$ cat config.mk
export PLATFORM = sky130hd
export DESIGN_NAME = branch_direction_predictor
export DESIGN_NICKNAME = d
export VERILOG_FILES = /design/src/rtl/branch_direction_predictor.sv
export SDC_FILE = /design/constraint.sdc
export NUM_CORES = 1
export LEC_CHECK = 0
export ABC_AREA = 0
export CAP_MARGIN = 0
export CORE_MARGIN = 5
export CORE_UTILIZATION = 52
export DETAILED_ROUTE_END_ITERATION = 16
export PLACE_DENSITY = 0.93
export REMOVE_ABC_BUFFERS = 1
export SYNTH_ARGS = -nofsm -noshare
export SYNTH_HDL_FRONTEND = slang
export SYNTH_SLANG_ARGS = --single-unit
$ cat constraint.sdc
create_clock -name clk -period 5.85 [get_ports clk]
set_input_delay 0.585 -clock clk [delete_from_list [all_inputs] [get_ports clk]]
set_output_delay 0.585 -clock clk [all_outputs]
set_load 0.05 [all_outputs]
$ cat src/rtl/branch_direction_predictor.sv
// Bimodal 2-bit branch direction predictor with F->D->E prediction tracking.
// Define BRANCH_PREDICTOR_GSHARE_EN to XOR a global history register into the index.
module branch_direction_predictor #(
   parameter int IDX_W = 4
) (
   input  logic        clk,
   input  logic        reset,
   input  logic [31:0] pcF,
   input  logic        btbHit,
   input  logic [31:0] btbBTA,
   input  logic        stallF,
   input  logic        stallD,
   input  logic        flushD,
   input  logic        flushE,
   input  logic        branchE,
   input  logic        branchTakenE,
   input  logic [31:0] aluBranchAddress,
   input  logic [31:0] pcE,
   output logic [31:0] pcNextF,
   output logic        predictTakenF,
   output logic        branchPredictedE,
   output logic        mispredictE,
   output logic [31:0] pcRedirectE
);

   localparam int N = 1 << IDX_W;

   logic [1:0]       ctr [N];
   logic [IDX_W-1:0] idx_f;

   logic             fd_valid;
   logic             fd_taken;
   logic [31:0]      fd_target;
   logic [IDX_W-1:0] fd_idx;

   logic             de_valid;
   logic             de_taken;
   logic [31:0]      de_target;
   logic [IDX_W-1:0] de_idx;

   logic             resolve;

`ifdef BRANCH_PREDICTOR_GSHARE_EN
   logic [IDX_W-1:0] ghr;

   always_ff @(posedge clk) begin
      if (reset)
         ghr <= '0;
      else if (resolve)
         ghr <= {ghr[IDX_W-2:0], branchTakenE};
   end

   assign idx_f = pcF[IDX_W+1:2] ^ ghr;
`else
   assign idx_f = pcF[IDX_W+1:2];
`endif

   assign predictTakenF = btbHit & ctr[idx_f][1];
   assign pcNextF       = predictTakenF ? btbBTA : pcF + 32'd4;

   assign resolve          = branchE & de_valid;
   assign branchPredictedE = de_valid & de_taken;
   assign mispredictE      = resolve &
                             ((de_taken != branchTakenE) |
                              (de_taken & branchTakenE &
                               (de_target != aluBranchAddress)));
   assign pcRedirectE      = branchTakenE ? aluBranchAddress : pcE + 32'd4;

   // Flush only kills valid/taken; target and index follow the stall.
   always_ff @(posedge clk) begin
      if (reset) begin
         fd_valid  <= 1'b0;
         fd_taken  <= 1'b0;
         fd_target <= '0;
         fd_idx    <= '0;
      end else begin
         if (!stallF) begin
            fd_target <= btbBTA;
            fd_idx    <= idx_f;
         end
         if (flushD) begin
            fd_valid <= 1'b0;
            fd_taken <= 1'b0;
         end else if (!stallF) begin
            fd_valid <= 1'b1;
            fd_taken <= predictTakenF;
         end
      end
   end

   always_ff @(posedge clk) begin
      if (reset) begin
         de_valid  <= 1'b0;
         de_taken  <= 1'b0;
         de_target <= '0;
         de_idx    <= '0;
      end else begin
         if (!stallD) begin
            de_target <= fd_target;
            de_idx    <= fd_idx;
         end
         if (flushE) begin
            de_valid <= 1'b0;
            de_taken <= 1'b0;
         end else if (!stallD) begin
            de_valid <= fd_valid;
            de_taken <= fd_taken;
         end
      end
   end

   always_ff @(posedge clk) begin
      if (reset) begin
         for (int i = 0; i < N; i++)
            ctr[i] <= 2'd1;
      end else if (resolve) begin
         if (branchTakenE && ctr[de_idx] != 2'd3)
            ctr[de_idx] <= ctr[de_idx] + 2'd1;
         else if (!branchTakenE && ctr[de_idx] != 2'd0)
            ctr[de_idx] <= ctr[de_idx] - 2'd1;
      end
   end

endmodule

# Word-level counts from Yosys, hierarchy flattened
# Memory sizes are Yosys's and may differ from the RTL's. A register that Yosys moved wholly into a read port is not among the register bits.
# Index checks and enable logic that the tools add are counted.
[word_totals] reg_bits=76 latchBits=0 ramBits=32 romBits=0 input_bits=137 out_inout_bits=67 word_cells=50 mem_count=1
[memory_table] name="ctr" words=16 width=2 read_ports=2 rd_ports_with_merged_regs=1 wr=16 line="28" rtl="logic [1:0] ctr [N];"
[op_classes] addsub=4 mul=0 div=0 order_cmp=0 eq_ne=3 n_shift=0 mux=19 bitwise=8 reduce_logical=7
[ops] cell="adder 32 x 3 -> 32 bit (second input constant)" count=2
[ops] cell="two-way mux 32 bit" count=2
[ops] cell="inequality test 32 bit" count=1
[ops] cell="two-way mux 1 bit" count=12
[ops] cell="two-way mux 4 bit" count=3
[ops] cell="AND 1 bit" count=6
[ops] cell="OR reduction 2 bit" count=3
[ops] cell="two-way mux 2 bit" count=2
[ops] cell="adder 2 x 1 -> 2 bit (second input constant)" count=1
[ops] cell="logical AND 1 bit" count=2
[ops] cell="inequality test 2 bit (second input constant)" count=1
[ops] cell="bitwise OR 1 bit" count=2
[ops] cell="nonzero test 2 bit" count=1
[ops] cell="subtractor 2 x 1 -> 2 bit (second input constant)" count=1
[ops] cell="logical NOT 1 bit" count=1
[ops] cell="inequality test 1 bit" count=1

# Longest topological paths before layout
[logic_depth] depth_word=10 mapped_depth=8 ltp_nobuf=6

# Least setup slack after synthesis
# No wires, ideal clock.
[synth_timing] path_kind="in2out" start="input pcF[2]" end="output pcNextF[10]" arrival_ns=3.118 required_time_ns=5.265 path_slack_ns=2.147 stages=7 path_buffers=2 cell_sequence="clkbuf_1 > mux4_2 > mux4_2 > nand2_1 > buf_2 > nor2_1 > a21oi_1"
[synth_between] elab_chain_len=3 word_cells_on_any_way=4 cone_classes="1 x add/sub; 1 x mux; 1 x bitwise; 1 x memory"
[synth_rtl] element="start: declaration" line="8" rtl="input logic [31:0] pcF,"
[synth_rtl] element="parallel branches: the longest is 2 deep, another holds adder 32 x 3 -> 32 bit"
[synth_rtl] element="two-way mux 32 bit *" line="59" rtl="assign pcNextF = predictTakenF ? btbBTA : pcF + 32'd4;"
[synth_rtl] element="end: declaration" line="19" rtl="output logic [31:0] pcNextF,"
# Mark *: on every way between the ends.

# Worst setup path after layout
[layout_timing] start="input pcF[2]" end="output pcNextF[2]"
# The elaborated chain is that of the path after synthesis.

==> results.yml <==
status:
  status: "finished clean"
setup_path:
  cp.required_ns: 5.27
  critPathKind: "in -> out"
  critical_path.startpoint_type: "input pin"
  critPathMaxFanout: 44
  endpoint_kind: "primary output"
  worstPathArrival_ns: 4.16
  rr_worst_depth: 5
grt:
  grt_pass1_wl_mm: 36.69
  antenna_found_initial: 1
  grt_max_degree: 78
  grt_pass1_vias: 6699
  grt_overflow: 0
  grt_usage: 0.2858
clock_tree:
  cts_buffers: 9
  insertion_delay_ns: 0.36
  postCtsSetupBuffers: 0
  clk_pin_slew_ns: 0.07
  ctsHoldBuffers: 0
  cts_tree: "done"
  clkSinkCount: 112
  postCtsResizedCells: 0
  root_buffer: "clkbuf_16"
  cts.path.max_buffers: 2
  htreeDepth: 3
route:
  drc: 0
  drt-total-wl_mm: 23.65
  num_vias: 6902
  ant_nets: 0
  drtPass1Iterations: 5
  vias_per_cell: 6.097
  routedWlPerCell_um: 20.89
  drtIter0Drc: 720
power_and_ir_drop:
  vdd_drop_max_v: 0.0001636
  total_power_uw: 2071
  p_leak_uw: 0.003494
  switching_share: 0.3359
  intPower_uw: 1375
  clockPowerShare: 0.302
  p_per_area_nw_per_um2: 219.9
  pwr-share-comb: 0.289
  power.switching_uw: 695.7
  seqPwrFrac: 0.409
yosys:
  synth-xor-area-share: 0.1132
  ys_ff_latch: 112
  synthMuxAreaShare: 0.1692
  ys_types: 50
  synthTopCellsByArea: "dfxtp_1 (23%), edfxtp_1 (14%), mux2i_1 (12%)"
  synth_compound_area_frac: 0.1038
  synthAdderAreaFrac: 0.005331
  synth_seq_area_share: 0.3640
  synth_flop_cell: "dfxtp_1"
  yosysWarnings: 0
  synth_edf_count: 32
  synthesis.instances: 783
  synth-simple-area-share: 0.2061
  syn_area_sq_um: 7041
  synth_top_area_cell: "dfxtp_1"
  async_reset_ff_frac: 0
  synth_top_family_by_area: "simple AND/OR/NAND/NOR gates"
  netlist.area_leader.share: 0.2275
  syn_avg_cell_area_sq_um: 8.992
worst_hold_path:
  whs_path_depth: 2
  hold_class: "reg -> reg"
floorplanning:
  core_sq_um: 13240
  std_cell_rows: 42
  initial_core_util: 0.5317
  dieArea_sq_um: 15970
  io-pin-count: 204
  die_width_um: 126.4
  dieHeight_um: 126.4
layout:
  fill_cells: 937
  multi_input_comb_area_sq_um: 4210
  drive_gt1_frac: 0.06911
  layout_common_cells: "clkdlybuf4s50_1 (199), nor2_1 (117), mux2i_1 (83)"
  seqCellArea_sq_um: 2562
  mostFrequentLayoutCell: "clkdlybuf4s50_1"
  nNetsFinal: 1090
  area_growth_pct: 33.75
  fin_cells: 1132
timing:
  max_freq_mhz: 210.9
  tightest_slew_ns: 1.100
  final-setup-viol-count: 0
  hold_viol: 0
  rsz0062_at_grt: "no"
  finClkSkew_ns: 0.01153
  slew_violations: 0
  fin_setup_tns_ns: 0
  period_needed_ns: 4.742
  setup_ws_ns: 1.108
  period_share: 0.8106
  holdWs_ns: 0.4743
  timing.slew.headroom: 0.2603
job:
  drv_cap: 0
placed_design:
  dp_hpwl_mm: 17.90
  gp_congestion: 0.9394
  dp_slack_ns: 1.177
  dp.cells: 1115
  io_buffers: 203
[flip-flops by register name, summed over array words and instances (netlist names), named ones only]
| signal | flops |
|---|---|
| ctr | 32 |
| de_target | 32 |
| fd_target | 32 |
| de_idx | 4 |
| fd_idx | 4 |
| de_taken | 1 |
| de_valid | 1 |
| fd_taken | 1 |
| fd_valid | 1 |
[metal layers]
| metal | vias up | share of wire | track usage | routed length, um |
|---|---|---|---|---|
| met2 | 439 | 0.49 | 0.4975 | 11650 |
| met4 | 0 | 0.053 | 0.1451 | 1261 |
| met1 | 3210 | 0.37 | 0.3407 | 8755 |
| met5 | - | 0 | 0 | 0 |
| li1 | 3152 | - | - | - |
| met3 | 101 | 0.084 | 0.04582 | 1983 |
[layout make-up]
type,instances,share of cell area
Clock inverter,7,0.008637
Tap cell,176,0.02339
Sequential cell,112,0.2721
Antenna cell,1,0.0002657
Clock buffer,9,0.02392
Multi-Input combinational cell,606,0.4471
Timing Repair Buffer,209,0.2198
Inverter,12,0.004783
[power groups by stage]
stage               Clock (uW)  Combinational [uW]  Sequential (uW)
finish                     625                 598              848
global route               654                 627              851
floorplan                    0                 316              856
detailed placement           0                 589              864
global placement             0                 579              862
CTS                        627                 594              846
[Yosys cell counts, types with 2 or more instances]
cell	instances
nor2_1	117
clkbuf_1	37
o21a_1	2
buf_6	2
nand3_1	35
nand4_1	26
xor2_1	61
nor4_1	16
ha_1	3
buf_2	5
a21oi_1	34
edfxtp_1	32
o31ai_1	3
nand2_1	57
and4_1	9
nand2b_1	7
mux2i_1	83
nor4_2	2
buf_1	7
nand3b_1	2
o21ai_0	34
or2_2	5
nor3_1	8
and2_1	5
inv_1	11
dfxtp_1	80
mux2_2	8
o41ai_2	5
mux4_2	11
nor2b_1	3
and3_1	8
a2111oi_2	2
a211oi_1	6
o41ai_1	12
xnor2_1	30
[path summary, 6_finish.rpt]
kind                         start                  endpoint  slack, ns
max                         pcF[2]                pcNextF[2]       1.11
min          fd_valid$_SDFFE_PP0N_     fd_valid$_SDFFE_PP0N_       0.47
max reg2reg                   flop  ctr[10][0]$_SDFFCE_PN1P_       2.41
min reg2reg  fd_valid$_SDFFE_PP0N_     fd_valid$_SDFFE_PP0N_       0.47
[critical path, cell delays in order]
cell	delay [ns]
clkdlybuf4s50_1	0.80
mux4_2	0.57
mux4_2	0.48
nand2_2	0.35
buf_12	0.27
nor2_1	0.07
a21oi_1	0.13
clkdlybuf4s50_1	0.89
[metrics by stage]
stage	instance area [sq um]	utilization
6_report	9417	0.7111
5_1_grt	9417	0.7111
4_1_cts	9414	0.7109
3_5_place_dp	9107	0.6877
3_3_place_gp	9107	0.6877
2_1_floorplan	6815	-
[cells by family (layout without fill, tap and decap cells)]
group	after synthesis	count (layout)
buf+inv	65	237
simple gates	303	303
flops	112	112
fa+ha+maj	3	3
xor+xnor	91	91
mux	103	103
compound gates	106	106
other cells	0	1
No activity file was read; power rests on OpenSTA's default activity.
